===== src/rtl/pc_call_unit_pkg.sv =====
// pc_call_unit_pkg: op encoding, op width and a constant clog2 helper shared by the PC/call unit.
package pc_call_unit_pkg;

    localparam int OP_W = 3;

    localparam logic [OP_W-1:0] OP_HOLD = 3'd0;
    localparam logic [OP_W-1:0] OP_INC  = 3'd1;
    localparam logic [OP_W-1:0] OP_JUMP = 3'd2;
    localparam logic [OP_W-1:0] OP_CALL = 3'd3;
    localparam logic [OP_W-1:0] OP_RET  = 3'd4;

    // Ceiling log2; clog2(1) == 0, usable in constant expressions.
    function automatic int clog2(input int v);
        int r;
        r = 0;
        for (int i = 0; i < 31; i++)
            if ((1 << i) < v) r = i + 1;
        return r;
    endfunction

endpackage


===== src/rtl/pc_call_unit_ret_stack.sv =====
// ret_stack: parametrised LIFO (array plus pointer, no shifting).
// Ports: clk, reset (sync active-low), push/pop strobes, data_in, top (current top entry),
// depth (valid entries), full, empty. Push while full and pop while empty are ignored.
module ret_stack
    import pc_call_unit_pkg::*;
#(
    parameter int DATA_W = 12,
    parameter int DEPTH  = 4,
    localparam int DW    = clog2(DEPTH + 1),
    localparam int AW    = clog2(DEPTH)
) (
    input  logic              clk,
    input  logic              reset,
    input  logic              push,
    input  logic              pop,
    input  logic [DATA_W-1:0] data_in,
    output logic [DATA_W-1:0] top,
    output logic [DW-1:0]     depth,
    output logic              full,
    output logic              empty
);

    logic [DATA_W-1:0] mem [DEPTH];
    logic [AW-1:0]     wr_idx;
    logic [AW-1:0]     rd_idx;
    logic              do_push;
    logic              do_pop;

    assign full    = depth == DW'(DEPTH);
    assign empty   = depth == '0;
    assign do_push = push && !full;
    assign do_pop  = pop && !empty;
    // depth doubles as the write pointer; the top entry sits one below it.
    assign wr_idx  = AW'(depth);
    assign rd_idx  = AW'(depth - 1'b1);
    assign top     = mem[rd_idx];

    always_ff @(posedge clk) begin
        if (!reset)
            depth <= '0;
        else if (do_push)
            depth <= depth + 1'b1;
        else if (do_pop)
            depth <= depth - 1'b1;
    end

    // Contents need no reset: only entries below depth are ever read meaningfully.
    always_ff @(posedge clk) begin
        if (reset && do_push)
            mem[wr_idx] <= data_in;
    end

endmodule


===== src/rtl/pc_call_unit.sv =====
// pc_call_unit: program counter with hold/inc/jump/call/ret and a return-address stack.
// Ports: clk, reset (sync active-low), en, op, pc_target, err_clr; outputs pc_out, depth,
// stack_full, stack_empty, sticky ovf_err/unf_err.
// Optional macro PC_CALL_UNIT_PREV_PC_EN adds output pc_prev (PC before its last change).
module pc_call_unit
    import pc_call_unit_pkg::*;
#(
    parameter int PC_W        = 12,
    parameter int STEP        = 1,
    parameter int STACK_DEPTH = 4,
    parameter int RESET_PC    = 0,
    localparam int DW         = clog2(STACK_DEPTH + 1)
) (
    input  logic            clk,
    input  logic            reset,
    input  logic            en,
    input  logic [OP_W-1:0] op,
    input  logic [PC_W-1:0] pc_target,
    input  logic            err_clr,
    output logic [PC_W-1:0] pc_out,
    output logic [DW-1:0]   depth,
    output logic            stack_full,
    output logic            stack_empty,
    output logic            ovf_err,
    output logic            unf_err
`ifdef PC_CALL_UNIT_PREV_PC_EN
    ,
    output logic [PC_W-1:0] pc_prev
`endif
);

    logic [PC_W-1:0] ret_addr;
    logic [PC_W-1:0] top;
    logic [PC_W-1:0] pc_nxt;
    logic            is_call;
    logic            is_ret;
    logic            push;
    logic            pop;

    assign is_call  = en && op == OP_CALL;
    assign is_ret   = en && op == OP_RET;
    assign push     = is_call && !stack_full;
    assign pop      = is_ret && !stack_empty;
    assign ret_addr = pc_out + PC_W'(STEP);

    // Undefined opcodes and blocked CALL/RET fall through to holding the PC.
    always_comb begin
        pc_nxt = !en                      ? pc_out    :
                 op == OP_INC             ? ret_addr  :
                 (op == OP_JUMP || push)  ? pc_target :
                 pop                      ? top       : pc_out;
    end

    ret_stack #(
        .DATA_W (PC_W),
        .DEPTH  (STACK_DEPTH)
    ) u_stack (
        .clk     (clk),
        .reset   (reset),
        .push    (push),
        .pop     (pop),
        .data_in (ret_addr),
        .top     (top),
        .depth   (depth),
        .full    (stack_full),
        .empty   (stack_empty)
    );

    // A new error event outranks a same-cycle clear.
    always_ff @(posedge clk) begin
        if (!reset) begin
            pc_out  <= PC_W'(RESET_PC);
            ovf_err <= 1'b0;
            unf_err <= 1'b0;
        end else begin
            pc_out  <= pc_nxt;
            ovf_err <= (is_call && stack_full) || (ovf_err && !err_clr);
            unf_err <= (is_ret && stack_empty) || (unf_err && !err_clr);
        end
    end

`ifdef PC_CALL_UNIT_PREV_PC_EN
    always_ff @(posedge clk) begin
        if (!reset)
            pc_prev <= PC_W'(RESET_PC);
        else if (pc_nxt != pc_out)
            pc_prev <= pc_out;
    end
`endif

endmodule

===== config.mk =====
export PLATFORM = sky130hd
export DESIGN_NAME = pc_call_unit
export DESIGN_NICKNAME = d
export VERILOG_FILES = /design/src/rtl/pc_call_unit_pkg.sv /design/src/rtl/pc_call_unit_ret_stack.sv /design/src/rtl/pc_call_unit.sv
export SDC_FILE = /design/constraint.sdc
export NUM_CORES = 1
export LEC_CHECK = 0
export CAP_MARGIN = 25
export CORE_ASPECT_RATIO = 0.6
export CORE_MARGIN = 3
export CORE_UTILIZATION = 50
export CTS_CLUSTER_SIZE = 16
export DETAILED_ROUTE_END_ITERATION = 10
export DONT_BUFFER_PORTS = 1
export SYNTH_ARGS = -nofsm -noshare
export SYNTH_HDL_FRONTEND = slang
export SYNTH_SLANG_ARGS = --single-unit

===== constraint.sdc =====
create_clock -name clk -period 4.62 [get_ports clk]
set_input_delay 1.155 -clock clk [delete_from_list [all_inputs] [get_ports clk]]
set_output_delay 1.155 -clock clk [all_outputs]
set_load 0.01 [all_outputs]

==> results of run 1 <==
flip-flops by register name, indices dropped and copies added (netlist names):
name	count
pc_out	12
unf_err	1
u_stack.mem	48
ovf_err	1
u_stack.depth	3
per-layer routing:
layer,track usage,vias up,part of all wire
met2,0.307,86,0.43
met1,0.278,930,0.45
met3,0.0978,4,0.11
met4,0.0425,0,0.0074
li1,-,884,-
met5,0,-,0
cells by family (layout without fill, tap and decap cells):
family | count (synthesis) | after routing | synth area share
fa+ha+maj | 6 | 6 | 0.0243
compound gates | 38 | 38 | 0.0882
flops | 65 | 65 | 0.576
mux | 20 | 20 | 0.114
buf+inv | 19 | 26 | 0.0405
xor+xnor | 13 | 13 | 0.0368
simple gates | 72 | 72 | 0.120
stage by stage:
stage / instance area [um2] / utilization / std cells / hold slack, ns
finish: 3320 / 0.574 / 320 / 0.522
global route: 3320 / 0.574 / 320 / 0.575
CTS: 3320 / 0.574 / 319 / 0.522
detailed placement: 3100 / 0.537 / 303 / 0.510
global placement: 3100 / 0.537 / 303 / 0.514
floorplan: 3090 / - / 233 / 0.493
worst min path at each step:
stage                   end  slack [ns]     from  depth (start not counted)
global route        unf_err        0.58  unf_err                          2
CTS                 unf_err        0.52  unf_err                          2
finish              unf_err        0.52  unf_err                          2
global placement    unf_err        0.51  unf_err                          2
floorplan           unf_err        0.49  unf_err                          2
detailed placement  unf_err        0.51  unf_err                          2
layout by cell type (no fill, tap or decap), types with 3 or more instances in the layout:
| master | Yosys | routed |
|---|---|---|
| sky130_fd_sc_hd__xnor2_1 | 5 | 5 |
| sky130_fd_sc_hd__and3_1 | 5 | 5 |
| sky130_fd_sc_hd__mux4_2 | 12 | 12 |
| sky130_fd_sc_hd__nand2_1 | 8 | 8 |
| sky130_fd_sc_hd__xor2_1 | 8 | 8 |
| sky130_fd_sc_hd__edfxtp_1 | 48 | 48 |
| sky130_fd_sc_hd__o21ai_0 | 3 | 3 |
| sky130_fd_sc_hd__nand4_1 | 5 | 5 |
| sky130_fd_sc_hd__dfxtp_1 | 17 | 17 |
| sky130_fd_sc_hd__clkbuf_8 | 1 | 9 |
| sky130_fd_sc_hd__nor2b_1 | 6 | 6 |
| sky130_fd_sc_hd__ha_1 | 6 | 6 |
| sky130_fd_sc_hd__a211o_1 | 4 | 4 |
| sky130_fd_sc_hd__a21oi_1 | 11 | 11 |
| sky130_fd_sc_hd__a211oi_1 | 4 | 4 |
| sky130_fd_sc_hd__o31ai_1 | 4 | 4 |
| sky130_fd_sc_hd__nor2_1 | 21 | 21 |
| sky130_fd_sc_hd__mux2i_1 | 6 | 6 |
| sky130_fd_sc_hd__nor3_1 | 8 | 8 |
| sky130_fd_sc_hd__nand3_1 | 9 | 9 |
| sky130_fd_sc_hd__inv_1 | 8 | 8 |
worst register-to-register path: cells and delay by family, from the launching register on:
kind	cells	cell delay (ns)
adders and majority gates	1	0.28
and+or+nand+nor	3	1.12
buffers and inverters	2	0.24
DFF	1	0.48
power breakdown:
group	leakage, uW	switching (uW)	internal (uW)
combinational	0.000466	46.3	33.2
sequential	0.000578	18.0	637
clock	0.0000995	212	303
area by class of cell:
| type | count | share of cell area |
|---|---|---|
| sequential | 65 | 0.537 |
| multi-input combinational | 149 | 0.357 |
| clock buffer | 11 | 0.0396 |
| tap | 80 | 0.0301 |
| clock inverter | 5 | 0.0241 |
| inverter | 8 | 0.00904 |
| timing repair buffer | 2 | 0.00377 |
==> run_summary.xml, run 1 <==
<?xml version="1.0" encoding="UTF-8"?>
<metrics>
  <group name="outcome">
    <metric name="run_status" unit="">completed</metric>
  </group>
  <group name="timing">
    <metric name="worst_slew_slack_as_a_fraction_of_its_limit" unit="">0.479</metric>
    <metric name="worst_slew_pin_slew" unit="ns">0.782</metric>
    <metric name="setup_tns" unit="ns">0</metric>
    <metric name="timing.final.setup_violations" unit="">0</metric>
    <metric name="rsz_0062_raised_after_global_routing" unit="">no</metric>
    <metric name="final.setup.worst_slack" unit="ns">1.96</metric>
    <metric name="timing_max_transition_violations_final" unit="">0</metric>
    <metric name="period_minus_slack" unit="ns">2.66</metric>
    <metric name="post-route-period-util" unit="">0.575</metric>
    <metric name="skew" unit="ns">0.0106</metric>
    <metric name="hold_viol" unit="">0</metric>
    <metric name="timing.fmax" unit="MHz">376</metric>
  </group>
  <group name="place">
    <metric name="routabilityCongestion" unit="">0.806</metric>
    <metric name="place_worst_setup_slack" unit="ns">1.81</metric>
    <metric name="detailed_place_hpwl" unit="um">4490</metric>
    <metric name="io_buffer_count" unit="">0</metric>
  </group>
  <group name="setup_path">
    <metric name="critical_path_depth" unit="">3</metric>
    <metric name="timing.critical_path.slowest_stage_cell" unit="">sky130_fd_sc_hd__dfxtp_1</metric>
    <metric name="regToRegEndpoint" unit="">u_stack.mem[3][4]</metric>
    <metric name="crit_path_max_incr_delay" unit="ns">0.39</metric>
    <metric name="critPathLaunch" unit="">u_stack.depth[1]</metric>
    <metric name="critical_path.startpoint_type" unit="">flop</metric>
    <metric name="timing.critical_path.cells" unit="">inv_1 -&gt; ha_1 -&gt; nor2b_1</metric>
    <metric name="worst_ep_required_time" unit="ns">3.46</metric>
    <metric name="timing.setup.critical_path_class" unit="">flop to output pin</metric>
    <metric name="ff2ff_setup_slack" unit="ns">2.13</metric>
    <metric name="critical-path-top-delay-family" unit="">flip-flops</metric>
    <metric name="crit_buf_inv" unit="">1</metric>
    <metric name="r2r-start" unit="">u_stack.depth[1]</metric>
    <metric name="worst_setup_path_end_kind" unit="">output pin</metric>
    <metric name="register_to_register_path_depth" unit="">6</metric>
    <metric name="critPathArrivalTime" unit="ns">1.50</metric>
    <metric name="setup.worst_path.end" unit="">stack_empty</metric>
    <metric name="worstPathMaxFanout" unit="">5</metric>
  </group>
  <group name="floorplan">
    <metric name="placeableCoreArea" unit="um2">5780</metric>
    <metric name="die_width" unit="um">108</metric>
    <metric name="dieArea" unit="um2">7190</metric>
    <metric name="die_h" unit="um">66.9</metric>
    <metric name="io-pin-count" unit="">38</metric>
    <metric name="initial_utilization" unit="">0.535</metric>
    <metric name="std_cell_rows" unit="">21</metric>
  </group>
  <group name="pwr">
    <metric name="ir_worst_vdd" unit="mV">0.190</metric>
    <metric name="p_leak" unit="uW">0.00114</metric>
    <metric name="cellPowerDensity" unit="nW/um2">376</metric>
    <metric name="total_power" unit="uW">1250</metric>
  </group>
  <group name="global_route">
    <metric name="grt-ovfl-total" unit="">0</metric>
    <metric name="number_of_antenna_violations_at_the_first_check_in_global_routing" unit="">0</metric>
    <metric name="grt_first_pass_wirelength" unit="um">10700</metric>
    <metric name="grt_pass1_vias" unit="">1937</metric>
    <metric name="grt_usage" unit="">0.207</metric>
    <metric name="grt_max_degree" unit="">22</metric>
  </group>
  <group name="synth">
    <metric name="synthFlopType" unit="">sky130_fd_sc_hd__edfxtp_1</metric>
    <metric name="synth_largest_area_cell" unit="">sky130_fd_sc_hd__edfxtp_1</metric>
    <metric name="post-synth-top-area-fraction" unit="">0.466</metric>
    <metric name="synth_area_leaders" unit="">sky130_fd_sc_hd__edfxtp_1 (47%), sky130_fd_sc_hd__dfxtp_1 (11%), sky130_fd_sc_hd__mux4_2 (8.7%)</metric>
    <metric name="syn-num-nets" unit="">258</metric>
    <metric name="synth.yosys.seq_area_share" unit="">0.576</metric>
    <metric name="asr_flop_ratio_synth" unit="">0</metric>
    <metric name="syn-cell-area" unit="um2">3090</metric>
    <metric name="yosysUniqueCellTypes" unit="">46</metric>
    <metric name="synth-warning-count" unit="">0</metric>
    <metric name="syn-mean-instance-area" unit="um2">13.3</metric>
    <metric name="synthesis_stage_register_bit_count" unit="">65</metric>
    <metric name="synth-edff-count" unit="">48</metric>
    <metric name="synthesis.instances" unit="">233</metric>
    <metric name="leading_cell_type_by_number_of_instances_after_synthesis" unit="">sky130_fd_sc_hd__edfxtp_1</metric>
    <metric name="synthTopCellsByCount" unit="">sky130_fd_sc_hd__edfxtp_1 (48), sky130_fd_sc_hd__nor2_1 (21), sky130_fd_sc_hd__dfxtp_1 (17)</metric>
  </group>
  <group name="finish">
    <metric name="regArea" unit="um2">1780</metric>
    <metric name="finalNetCount" unit="">260</metric>
    <metric name="syn_to_final_growth" unit="%">7.41</metric>
    <metric name="multiInputGateArea" unit="um2">1180</metric>
    <metric name="num_antenna_cells" unit="">0</metric>
    <metric name="final_layout_size_suffix_gt1_frac" unit="">0.150</metric>
    <metric name="fillers" unit="">473</metric>
  </group>
  <group name="clock_tree">
    <metric name="cts_buffers" unit="">9</metric>
    <metric name="htreeDepth" unit="">3</metric>
    <metric name="cts_setup_buffers" unit="">0</metric>
    <metric name="postCtsResizedCells" unit="">0</metric>
    <metric name="number_of_sinks_handled_by_clock_tree_synthesis" unit="">65</metric>
    <metric name="cts.root.buffer_cell" unit="">sky130_fd_sc_hd__clkbuf_8</metric>
    <metric name="longest_clk_path_bufs" unit="">2</metric>
    <metric name="worst_setup_hold_path_clk_slew" unit="ns">0.07</metric>
    <metric name="clock_insertion_delay_at_the_later_pin_of_the_skew_report" unit="ns">0.34</metric>
    <metric name="hold_buffers" unit="">0</metric>
    <metric name="tritoncts_clock_tree" unit="">yes</metric>
  </group>
  <group name="routing">
    <metric name="drt_iter0_markers" unit="">188</metric>
    <metric name="ant_nets" unit="">0</metric>
    <metric name="detail_route.first_pass.iterations" unit="">5</metric>
    <metric name="post_drt_via_cell_ratio" unit="">5.95</metric>
    <metric name="detailroute.via_count" unit="">1904</metric>
    <metric name="wl_per_cell" unit="um">21.1</metric>
    <metric name="drcViolationCount" unit="">0</metric>
    <metric name="drt_wl_total" unit="um">6740</metric>
  </group>
  <group name="worst_hold_path">
    <metric name="worst_hold_path_type" unit="">flop to flop</metric>
  </group>
  <group name="flow_run">
    <metric name="drv_cap" unit="">0</metric>
  </group>
</metrics>
No activity file was read; power rests on OpenSTA's default activity.
==> run 2, diff against run 1 <==
--- a/config.mk
+++ b/config.mk
@@ -12,6 +12,7 @@
 export CTS_CLUSTER_SIZE = 16
 export DETAILED_ROUTE_END_ITERATION = 10
 export DONT_BUFFER_PORTS = 1
+export PLACE_DENSITY = 0.68
 export SYNTH_ARGS = -nofsm -noshare
 export SYNTH_HDL_FRONTEND = slang
 export SYNTH_SLANG_ARGS = --single-unit
==> constraint.sdc (replaced) <==
create_clock -name clk -period 2.4 [get_ports clk]
set_input_delay 0.6 -clock clk [delete_from_list [all_inputs] [get_ports clk]]
set_output_delay 0.6 -clock clk [all_outputs]
set_load 0.01 [all_outputs]
==> run_summary.xml, run 2 (synthesized netlist as in run 1, its figures left out) <==
<?xml version="1.0" encoding="UTF-8"?>
<metrics>
  <group name="outcome">
    <metric name="run_status" unit="">completed</metric>
  </group>
  <group name="floorplan">
    <metric name="dieArea" unit="um2">7190</metric>
    <metric name="die_h" unit="um">66.9</metric>
    <metric name="die_width" unit="um">108</metric>
    <metric name="initial_utilization" unit="">0.535</metric>
    <metric name="placeableCoreArea" unit="um2">5780</metric>
    <metric name="std_cell_rows" unit="">21</metric>
    <metric name="io-pin-count" unit="">38</metric>
  </group>
  <group name="pwr">
    <metric name="power.share.clock" unit="">0.407</metric>
    <metric name="p_leak" unit="uW">0.00122</metric>
    <metric name="cellPowerDensity" unit="nW/um2">702</metric>
    <metric name="power_frac_seq" unit="">0.520</metric>
    <metric name="ir_worst_vdd" unit="mV">0.450</metric>
    <metric name="comb_power_share" unit="">0.073</metric>
    <metric name="cellInternalPower" unit="uW">1870</metric>
    <metric name="switchingPower" unit="uW">536</metric>
    <metric name="total_power" unit="uW">2410</metric>
    <metric name="swShare" unit="">0.222</metric>
  </group>
  <group name="timing">
    <metric name="worst_slew_slack_as_a_fraction_of_its_limit" unit="">0.671</metric>
    <metric name="fin_hold_ws" unit="ns">0.405</metric>
    <metric name="skew" unit="ns">0.00679</metric>
    <metric name="timing.final.setup_violations" unit="">0</metric>
    <metric name="hold_viol" unit="">0</metric>
    <metric name="setup_tns" unit="ns">0</metric>
    <metric name="timing_max_transition_violations_final" unit="">0</metric>
    <metric name="post-route-period-util" unit="">0.860</metric>
    <metric name="period_minus_slack" unit="ns">2.06</metric>
    <metric name="worst_slew_pin_slew" unit="ns">0.494</metric>
    <metric name="rsz_0062_raised_after_global_routing" unit="">no</metric>
    <metric name="timing.fmax" unit="MHz">485</metric>
  </group>
  <group name="finish">
    <metric name="final_layout_size_suffix_gt1_frac" unit="">0.201</metric>
    <metric name="regMostFlops" unit="">u_stack.mem</metric>
    <metric name="reg_top3" unit="">u_stack.mem: 48 flops, pc_out: 12 flops, u_stack.depth: 3 flops</metric>
    <metric name="finalNetCount" unit="">275</metric>
    <metric name="syn_to_final_growth" unit="%">11.0</metric>
    <metric name="num_antenna_cells" unit="">0</metric>
    <metric name="highest_count_cells_in_the_layout_ignoring_fill_and_taps" unit="">sky130_fd_sc_hd__edfxtp_1 (48), sky130_fd_sc_hd__nor2_1 (21), sky130_fd_sc_hd__dfxtp_1 (17), sky130_fd_sc_hd__buf_4 (17), sky130_fd_sc_hd__mux4_2 (12)</metric>
    <metric name="largest_register_ffs" unit="">48</metric>
    <metric name="layout.cells.most_common" unit="">sky130_fd_sc_hd__edfxtp_1</metric>
  </group>
  <group name="global_route">
    <metric name="grt_max_degree" unit="">22</metric>
    <metric name="number_of_antenna_violations_at_the_first_check_in_global_routing" unit="">0</metric>
    <metric name="grt-ovfl-total" unit="">0</metric>
    <metric name="grt_first_pass_wirelength" unit="um">10600</metric>
    <metric name="grt_pass1_vias" unit="">1820</metric>
    <metric name="grt_usage" unit="">0.207</metric>
  </group>
  <group name="setup_path">
    <metric name="worst_ep_required_time" unit="ns">2.62</metric>
    <metric name="ff2ff_setup_slack" unit="ns">0.34</metric>
    <metric name="register_to_register_path_depth" unit="">7</metric>
    <metric name="worst_setup_path_end_kind" unit="">flop</metric>
    <metric name="r2r-start" unit="">u_stack.depth[0]</metric>
    <metric name="critical_path.startpoint_type" unit="">flop</metric>
    <metric name="critPathArrivalTime" unit="ns">2.28</metric>
    <metric name="critPathLaunch" unit="">u_stack.depth[0]</metric>
    <metric name="timing.setup.critical_path_class" unit="">flop to flop</metric>
    <metric name="regToRegEndpoint" unit="">pc_out[10]</metric>
    <metric name="worstPathMaxFanout" unit="">9</metric>
  </group>
  <group name="clock_tree">
    <metric name="longest_clk_path_bufs" unit="">2</metric>
    <metric name="worst_setup_hold_path_clk_slew" unit="ns">0.07</metric>
    <metric name="cts_setup_buffers" unit="">0</metric>
    <metric name="htreeDepth" unit="">3</metric>
    <metric name="cts.root.buffer_cell" unit="">sky130_fd_sc_hd__clkbuf_8</metric>
    <metric name="tritoncts_clock_tree" unit="">yes</metric>
    <metric name="cts_buffers" unit="">9</metric>
    <metric name="number_of_sinks_handled_by_clock_tree_synthesis" unit="">65</metric>
    <metric name="hold_buffers" unit="">0</metric>
    <metric name="postCtsResizedCells" unit="">0</metric>
    <metric name="clock_insertion_delay_at_the_later_pin_of_the_skew_report" unit="ns">0.34</metric>
  </group>
  <group name="routing">
    <metric name="detailroute.via_count" unit="">1948</metric>
    <metric name="detail_route.first_pass.iterations" unit="">4</metric>
    <metric name="drt_wl_total" unit="um">6710</metric>
    <metric name="post_drt_via_cell_ratio" unit="">5.83</metric>
    <metric name="drcViolationCount" unit="">0</metric>
    <metric name="wl_per_cell" unit="um">20.1</metric>
    <metric name="ant_nets" unit="">0</metric>
    <metric name="drt_iter0_markers" unit="">187</metric>
  </group>
  <group name="place">
    <metric name="routabilityCongestion" unit="">0.807</metric>
    <metric name="detailed_place_hpwl" unit="um">4660</metric>
    <metric name="io_buffer_count" unit="">0</metric>
  </group>
  <group name="worst_hold_path">
    <metric name="hold_path_depth" unit="">2</metric>
    <metric name="worst_hold_path_type" unit="">input pin to flop</metric>
    <metric name="holdCritStartpoint" unit="">reset</metric>
    <metric name="hold_end" unit="">pc_out[8]</metric>
  </group>
  <group name="flow_run">
    <metric name="drv_cap" unit="">0</metric>
  </group>
</metrics>
==> run 2: cell types whose count changed in the layout (fill, tap and decap cells not counted), sizes merged <==
cell    change
buf        +15
clkbuf      -2
clkinv      +1
==> run 2: per-stage QoR <==
step	setup slack (ns)	utilization	std cells	cell area [um2]
3_3_place_gp	0.369	0.558	319	3220
4_1_cts	0.332	0.594	334	3430
3_5_place_dp	0.337	0.558	319	3220
5_1_grt	0.174	0.594	334	3430
6_report	0.337	0.594	334	3430
2_1_floorplan	0.111	-	233	3090
==> run 2: layout make-up <==
cell class	count	area (um2)
clock buffer	9	124
clock inverter	6	83.8
fill	470	2350
inverter	8	30.0
multi-input combinational	149	1180
sequential	65	1780
tap	80	100
timing repair buffer	17	128
==> run 2: metal layers <==
| layer | track usage | vias to the layer above | part of all wire |
|---|---|---|---|
| met5 | 0 | - | 0 |
| met4 | 0.0520 | 0 | 0.0097 |
| met3 | 0.112 | 9 | 0.12 |
| met2 | 0.267 | 90 | 0.41 |
| met1 | 0.299 | 941 | 0.46 |
| li1 | - | 908 | - |
==> run 2: how the worst max path moves through the flow <==
| stage | endpoint | cells past startpoint |
|---|---|---|
| after global routing | pc_out[10] | 7 |
| after global placement | pc_out[10] | 7 |
| final | pc_out[10] | 7 |
| after CTS | pc_out[10] | 7 |
| after floorplan | u_stack.mem[0][0] | 7 |
| after detailed placement | pc_out[10] | 7 |
==> run 2: critical path, stage by stage (launching register included) <==
cell                       delay, ns
sky130_fd_sc_hd__dfxtp_1        0.33
sky130_fd_sc_hd__inv_1          0.09
sky130_fd_sc_hd__ha_1           0.56
sky130_fd_sc_hd__buf_4          0.24
sky130_fd_sc_hd__mux4_2         0.28
sky130_fd_sc_hd__nor2b_1        0.14
sky130_fd_sc_hd__a211oi_1       0.22
sky130_fd_sc_hd__o31ai_1        0.08
==> run 2: power by group through the flow <==
stage	Combinational, uW	Sequential [uW]	Clock [uW]
6_report	176	1250	982
5_1_grt	194	1250	1070
4_1_cts	176	1250	1000
3_5_place_dp	174	1280	0
3_3_place_gp	171	1280	0
2_1_floorplan	136	1270	0
==> run 3, diff against run 2 <==
--- a/config.mk
+++ b/config.mk
@@ -13,6 +13,7 @@
 export DETAILED_ROUTE_END_ITERATION = 10
 export DONT_BUFFER_PORTS = 1
 export PLACE_DENSITY = 0.68
+export SKIP_LAST_GASP = 1
 export SYNTH_ARGS = -nofsm -noshare
 export SYNTH_HDL_FRONTEND = slang
 export SYNTH_SLANG_ARGS = --single-unit
==> results of run 3 <==
Final layout, timing and power as in run 2 (identical DEF).
